$ cat config.mk
export PLATFORM = sky130hd
export DESIGN_NAME = gf_mult_serial
export DESIGN_NICKNAME = d
export VERILOG_FILES = /design/src/rtl/gf_mult_serial.sv
export SDC_FILE = /design/constraint.sdc
export NUM_CORES = 1
export LEC_CHECK = 0
export BUFFER_PORTS_ARGS = -buffer_cell sky130_fd_sc_hd__clkbuf_2
export CORE_MARGIN = 4
export CORE_UTILIZATION = 35
export CTS_BUF_LIST = sky130_fd_sc_hd__clkbuf_8
export DETAILED_ROUTE_END_ITERATION = 8
export GPL_TIMING_DRIVEN = 0
export PLACE_DENSITY_LB_ADDON = 0.1
export SYNTH_ARGS = -nofsm -noshare
export SYNTH_HDL_FRONTEND = slang
export SYNTH_SLANG_ARGS = --single-unit
$ cat constraint.sdc
create_clock -name clk -period 3.2 [get_ports clk]
set_input_delay 0.64 -clock clk [delete_from_list [all_inputs] [get_ports clk]]
set_output_delay 0.64 -clock clk [all_outputs]
set_load 0.03 [all_outputs]
$ cat src/rtl/gf_mult_serial.sv
// rtl/gf_mult_serial.sv - bit-serial GF(2^M) multiplier with valid/ready handshakes
//
// Computes z = a*b mod P(x), P(x) = x^M + POLY(x), one multiplier bit per
// clock, MSB first. Optional macro: GF_MULT_SERIAL_ZERO_SKIP_EN (a zero
// operand skips straight to DONE with z=0).
//
// Ports:
//   clk        rising-edge clock
//   rst        synchronous active-high reset
//   in_valid   operands a, b valid
//   in_ready   operands accepted this cycle (IDLE and out of reset)
//   a, b       multiplicand / multiplier, bit i = coefficient of x^i
//   out_valid  z holds a completed product
//   out_ready  consumer takes z this cycle
//   z          registered product
//   busy       high while in BUSY
module gf_mult_serial #(
  parameter int           M    = 4,
  parameter logic [M-1:0] POLY = 'b0011
) (
  input  logic         clk,
  input  logic         rst,
  input  logic         in_valid,
  output logic         in_ready,
  input  logic [M-1:0] a,
  input  logic [M-1:0] b,
  output logic         out_valid,
  input  logic         out_ready,
  output logic [M-1:0] z,
  output logic         busy
);

  localparam int CW = (M > 1) ? $clog2(M) : 1;

  typedef enum logic [1:0] {
    IDLE = 2'd0,
    BUSY = 2'd1,
    DONE = 2'd2
  } state_t;

  state_t         state;
  state_t         state_nxt;
  logic           rst_q;
  logic [M-1:0]   areg;
  logic [M-1:0]   breg;
  logic [M-1:0]   acc;
  logic [M-1:0]   acc_step;
  logic [M-1:0]   z_r;
  logic [CW-1:0]  cnt;
  logic           accept;

  // rst_q keeps in_ready low for the whole reset interval and the cycle in
  // which rst drops, without a combinational path from rst to in_ready.
  always_ff @(posedge clk) begin
    rst_q <= rst;
  end

  assign in_ready  = (state == IDLE) && !rst_q;
  assign out_valid = (state == DONE);
  assign busy      = (state == BUSY);
  assign z         = z_r;
  assign accept    = in_valid && in_ready;

  // Horner step: multiply running sum by x, reduce, add the next partial product.
  always_comb begin
    acc_step = {acc[M-2:0], 1'b0} ^ (acc[M-1] ? POLY : '0);
    if (breg[cnt]) begin
      acc_step = acc_step ^ areg;
    end
  end

  always_ff @(posedge clk) begin
    if (rst) begin
      state <= IDLE;
    end else begin
      state <= state_nxt;
    end
  end

  always_comb begin
    state_nxt = state;
    case (state)
      IDLE: begin
        if (accept) begin
`ifdef GF_MULT_SERIAL_ZERO_SKIP_EN
          if ((a == '0) || (b == '0)) begin
            state_nxt = DONE;
          end else begin
            state_nxt = BUSY;
          end
`else
          state_nxt = BUSY;
`endif
        end
      end
      BUSY: begin
        if (cnt == '0) begin
          state_nxt = DONE;
        end
      end
      DONE: begin
        if (out_ready) begin
          state_nxt = IDLE;
        end
      end
      default: state_nxt = IDLE;
    endcase
  end

  always_ff @(posedge clk) begin
    if (rst) begin
      areg <= '0;
      breg <= '0;
      acc  <= '0;
      cnt  <= '0;
      z_r  <= '0;
    end else begin
      case (state)
        IDLE: begin
          if (accept) begin
            areg <= a;
            breg <= b;
            acc  <= '0;
            cnt  <= CW'(M - 1);
`ifdef GF_MULT_SERIAL_ZERO_SKIP_EN
            if ((a == '0) || (b == '0)) begin
              z_r <= '0;
            end
`endif
          end
        end
        BUSY: begin
          acc <= acc_step;
          cnt <= cnt - 1'b1;
          if (cnt == '0) begin
            z_r <= acc_step;
          end
        end
        default: begin
        end
      endcase
    end
  end

endmodule
==> flow_summary_export.csv <==
group,metric,value,unit
outcome,status,"completed",
grt,grt_max_degree,13,
worst_hold_path,hp-class,"reg -> reg",
clock_tree,numClockSinks,21,
job,maxCapViolations,0,
floorplan,die_h,60.2,um
timing,fin_skew,0.00330,ns
setup_path,path_max_fanout,9,
grt,grt_use_total,13.6,%
floorplan,core,2540,um2
setup_path,cp.required,2.56,ns
power_and_ir_drop,power_frac_seq,53.9,%
setup_path,endpoint,"busy",
floorplan,die_x,60.2,um
grt,grt_pass1_vias,847,
placement,numPortBuffers,18,
clock_tree,holdBufCountCts,0,
setup_path,cp.depth,3,
yosys,yosysSeqAreaShare,44.2,%
yosys,synth_xor_xnor_area_share,0.920,%
grt,grt_pass1_wl,3640,um
yosys,synth_edf_count,0,
power_and_ir_drop,net-switching-power,137,uW
timing,tightest_slew,0.587,ns
floorplan,io_pins,19,
clock_tree,cts_tree,"yes",
yosys,synthArstFlopShare,0,%
yosys,synth_mux_area_share,2.37,%
timing,period_share,66.4,%
final_layout,layout_common_cells,"21 x dfxtp_1, 18 x nand2_1, 18 x clkbuf_2",
clock_tree,clk_path_buf_depth,2,
timing,holdWs,0.457,ns
timing,slew_headroom,60.3,%
setup_path,rr_endpoint,"z[1]",
setup_path,crit_family,"buffers and inverters",
setup_path,end_kind,"output port",
setup_path,critPathArrivalTime,1.48,ns
clock_tree,cts_inserted_buffers,3,
power_and_ir_drop,power_density,464,nW/um2
final_layout,layout_commonest_cell,"dfxtp_1",
grt,antenna_found_initial,0,
yosys,synth_nets,121,
yosys,synth-compound-area-share,18.3,%
final_layout,final_core_util,44.2,%
setup_path,path_class,"reg -> out",
route,vias_per_cell,5.28,
route,ant_nets,0,
yosys,yosys.area_share.simple,25.8,%
grt,overflow,0,
clock_tree,clkLatencyLatePin,0.26,ns
power_and_ir_drop,p_leak,0.000467,uW
power_and_ir_drop,internal-power,385,uW
yosys,synth_fa_ha_area_share,1.31,%
yosys,ys_types,34,
timing,finalSetupTns,0,ns
route,wl_per_cell,13.2,um
floorplan,start_util,37.4,%
route,dr.pass1.iters,4,
clock_tree,cts-resized-gates,0,
route,drc,0,
floorplan,die_area,3620,um2
final_layout,fin_nets,144,
timing,fmax,471,MHz
final_layout,area_growth,18.3,%
clock_tree,cts_setup_buffers,0,
route,drtIter0Drc,21,
route,wirelength,2120,um
setup_path,rr_startpoint,"cnt[0]",
final_layout,drive_gt1_share,27.7,%
power_and_ir_drop,swShare,26.3,%
power_and_ir_drop,clkPwrFrac,33.1,%
setup_path,start_kind,"flop",
setup_path,max_stage_delay,0.46,ns
timing,fin_crit,2.12,ns
timing,rsz0062_at_grt,"false",
clock_tree,path_clk_slew,0.08,ns
yosys,synth_warnings,0,
power_and_ir_drop,comb_power_share,13.0,%
setup_path,path_buf_inv,2,
setup_path,rr_worst_depth,4,
final_layout,n_fill_cell,258,
placement,gp_congestion,0.811,
timing,hold_viol,0,
clock_tree,clock-root-buffer,"clkbuf_8",
yosys,syn_area,952,um2
setup_path,crit_path_top_delay_cell,"dfxtp_1",
timing,setup_violations,0,
final_layout,num_antenna_cells,0,
yosys,post_synth.cell_area_avg,8.82,um2
floorplan,rows,18,
setup_path,startpoint,"state[1]",
yosys,ys_ff_latch,21,
setup_path,critical_path.cell_chain,"nand2b_1 > clkinv_1 > clkbuf_2",
setup_path,ff2ff_setup_slack,1.50,ns
placement,dp_hpwl,1560,um
yosys,postSynthCellCount,108,
yosys,synth_top_family_by_area,"simple AND/OR/NAND/NOR gates",
route,via_count,845,
timing,drv_slew,0,
clock_tree,htreeDepth,1,
yosys,synth_flop_cell,"dfxtp_1",
power_and_ir_drop,vdd_ir_drop_max,0.208,mV
-- state kept, by name, indices dropped and copies added, names as in the netlist --
signal  flops
rst_q       1
cnt         2
z           4
breg        4
state       2
areg        4
acc         4
-- final cells by class --
| type | instances | area [um2] | area share, % |
|---|---|---|---|
| plain buffers | 6 | 35.0 | 3.11 |
| clock buffers | 3 | 41.3 | 3.67 |
| clock inverters | 1 | 5.00 | 0.444 |
| inverters | 9 | 33.8 | 3.00 |
| multi-input cells | 72 | 463 | 41.1 |
| flip-flops and latches | 21 | 420 | 37.3 |
| well taps | 30 | 37.5 | 3.33 |
| repair buffers | 18 | 90.1 | 8.00 |
-- stage by stage --
step	power, uW	worst slack [ns]	std cells	cell area (um2)
after global routing	553	0.966	160	1130
final	523	1.08	160	1130
after global placement	355	1.15	156	1080
after floorplan	334	1.40	108	952
after detailed placement	356	1.19	156	1080
after CTS	532	1.09	160	1130
-- metal layers --
layer / part of all wire [%] / vias to the layer above / GRT usage, %
met5: 0 / - / 0
met4: 2.1 / 0 / 7.91
met3: 5.8 / 5 / 2.81
met2: 44 / 19 / 21.5
met1: 49 / 384 / 17.0
li1: - / 437 / -
-- Yosys cell counts (2+ instances only) --
library cell / n / area (um2)
nand3_1: 4 / 20.0
nor2_1: 2 / 7.51
a221o_1: 2 / 20.0
and4_2: 3 / 30.0
dfxtp_1: 21 / 420
nand4_1: 5 / 31.3
a211oi_1: 2 / 15.0
a21oi_1: 10 / 50.1
buf_2: 4 / 20.0
nor3_1: 5 / 25.0
inv_1: 8 / 30.0
a211o_2: 3 / 30.0
nand2_1: 18 / 67.6
-- power groups by stage --
stage	clock (uW)	combinational [uW]	sequential (uW)
floorplan	0	48.9	285
global placement	0	67.4	287
detailed placement	0	68.2	288
CTS	182	68.8	282
global route	193	76.7	283
finish	173	68.1	282
-- how the worst min path moves through the flow --
stage                 start       to  depth (start not counted)
detailed placement  breg[0]  breg[0]                          2
finish              breg[0]  breg[0]                          2
CTS                 breg[0]  breg[0]                          2
global route            rst    rst_q                          1
floorplan           breg[2]  breg[2]                          2
global placement    breg[0]  breg[0]                          2
-- cells by family after synthesis --
logic type | count (synthesis)
and+or+nand+nor | 45
xor gates and xnor gates | 1
adders and majority gates | 1
DFF | 21
buffers and inverters | 15
muxes | 1
AOI/OAI and AO/OA | 24
-- worst min-delay path: stages, from the launching register on --
cell and delay [ns]:
dfxtp_1 0.31, nand2_1 0.05, a21oi_1 0.05
Note: power is estimated with default switching activity, not from simulation.
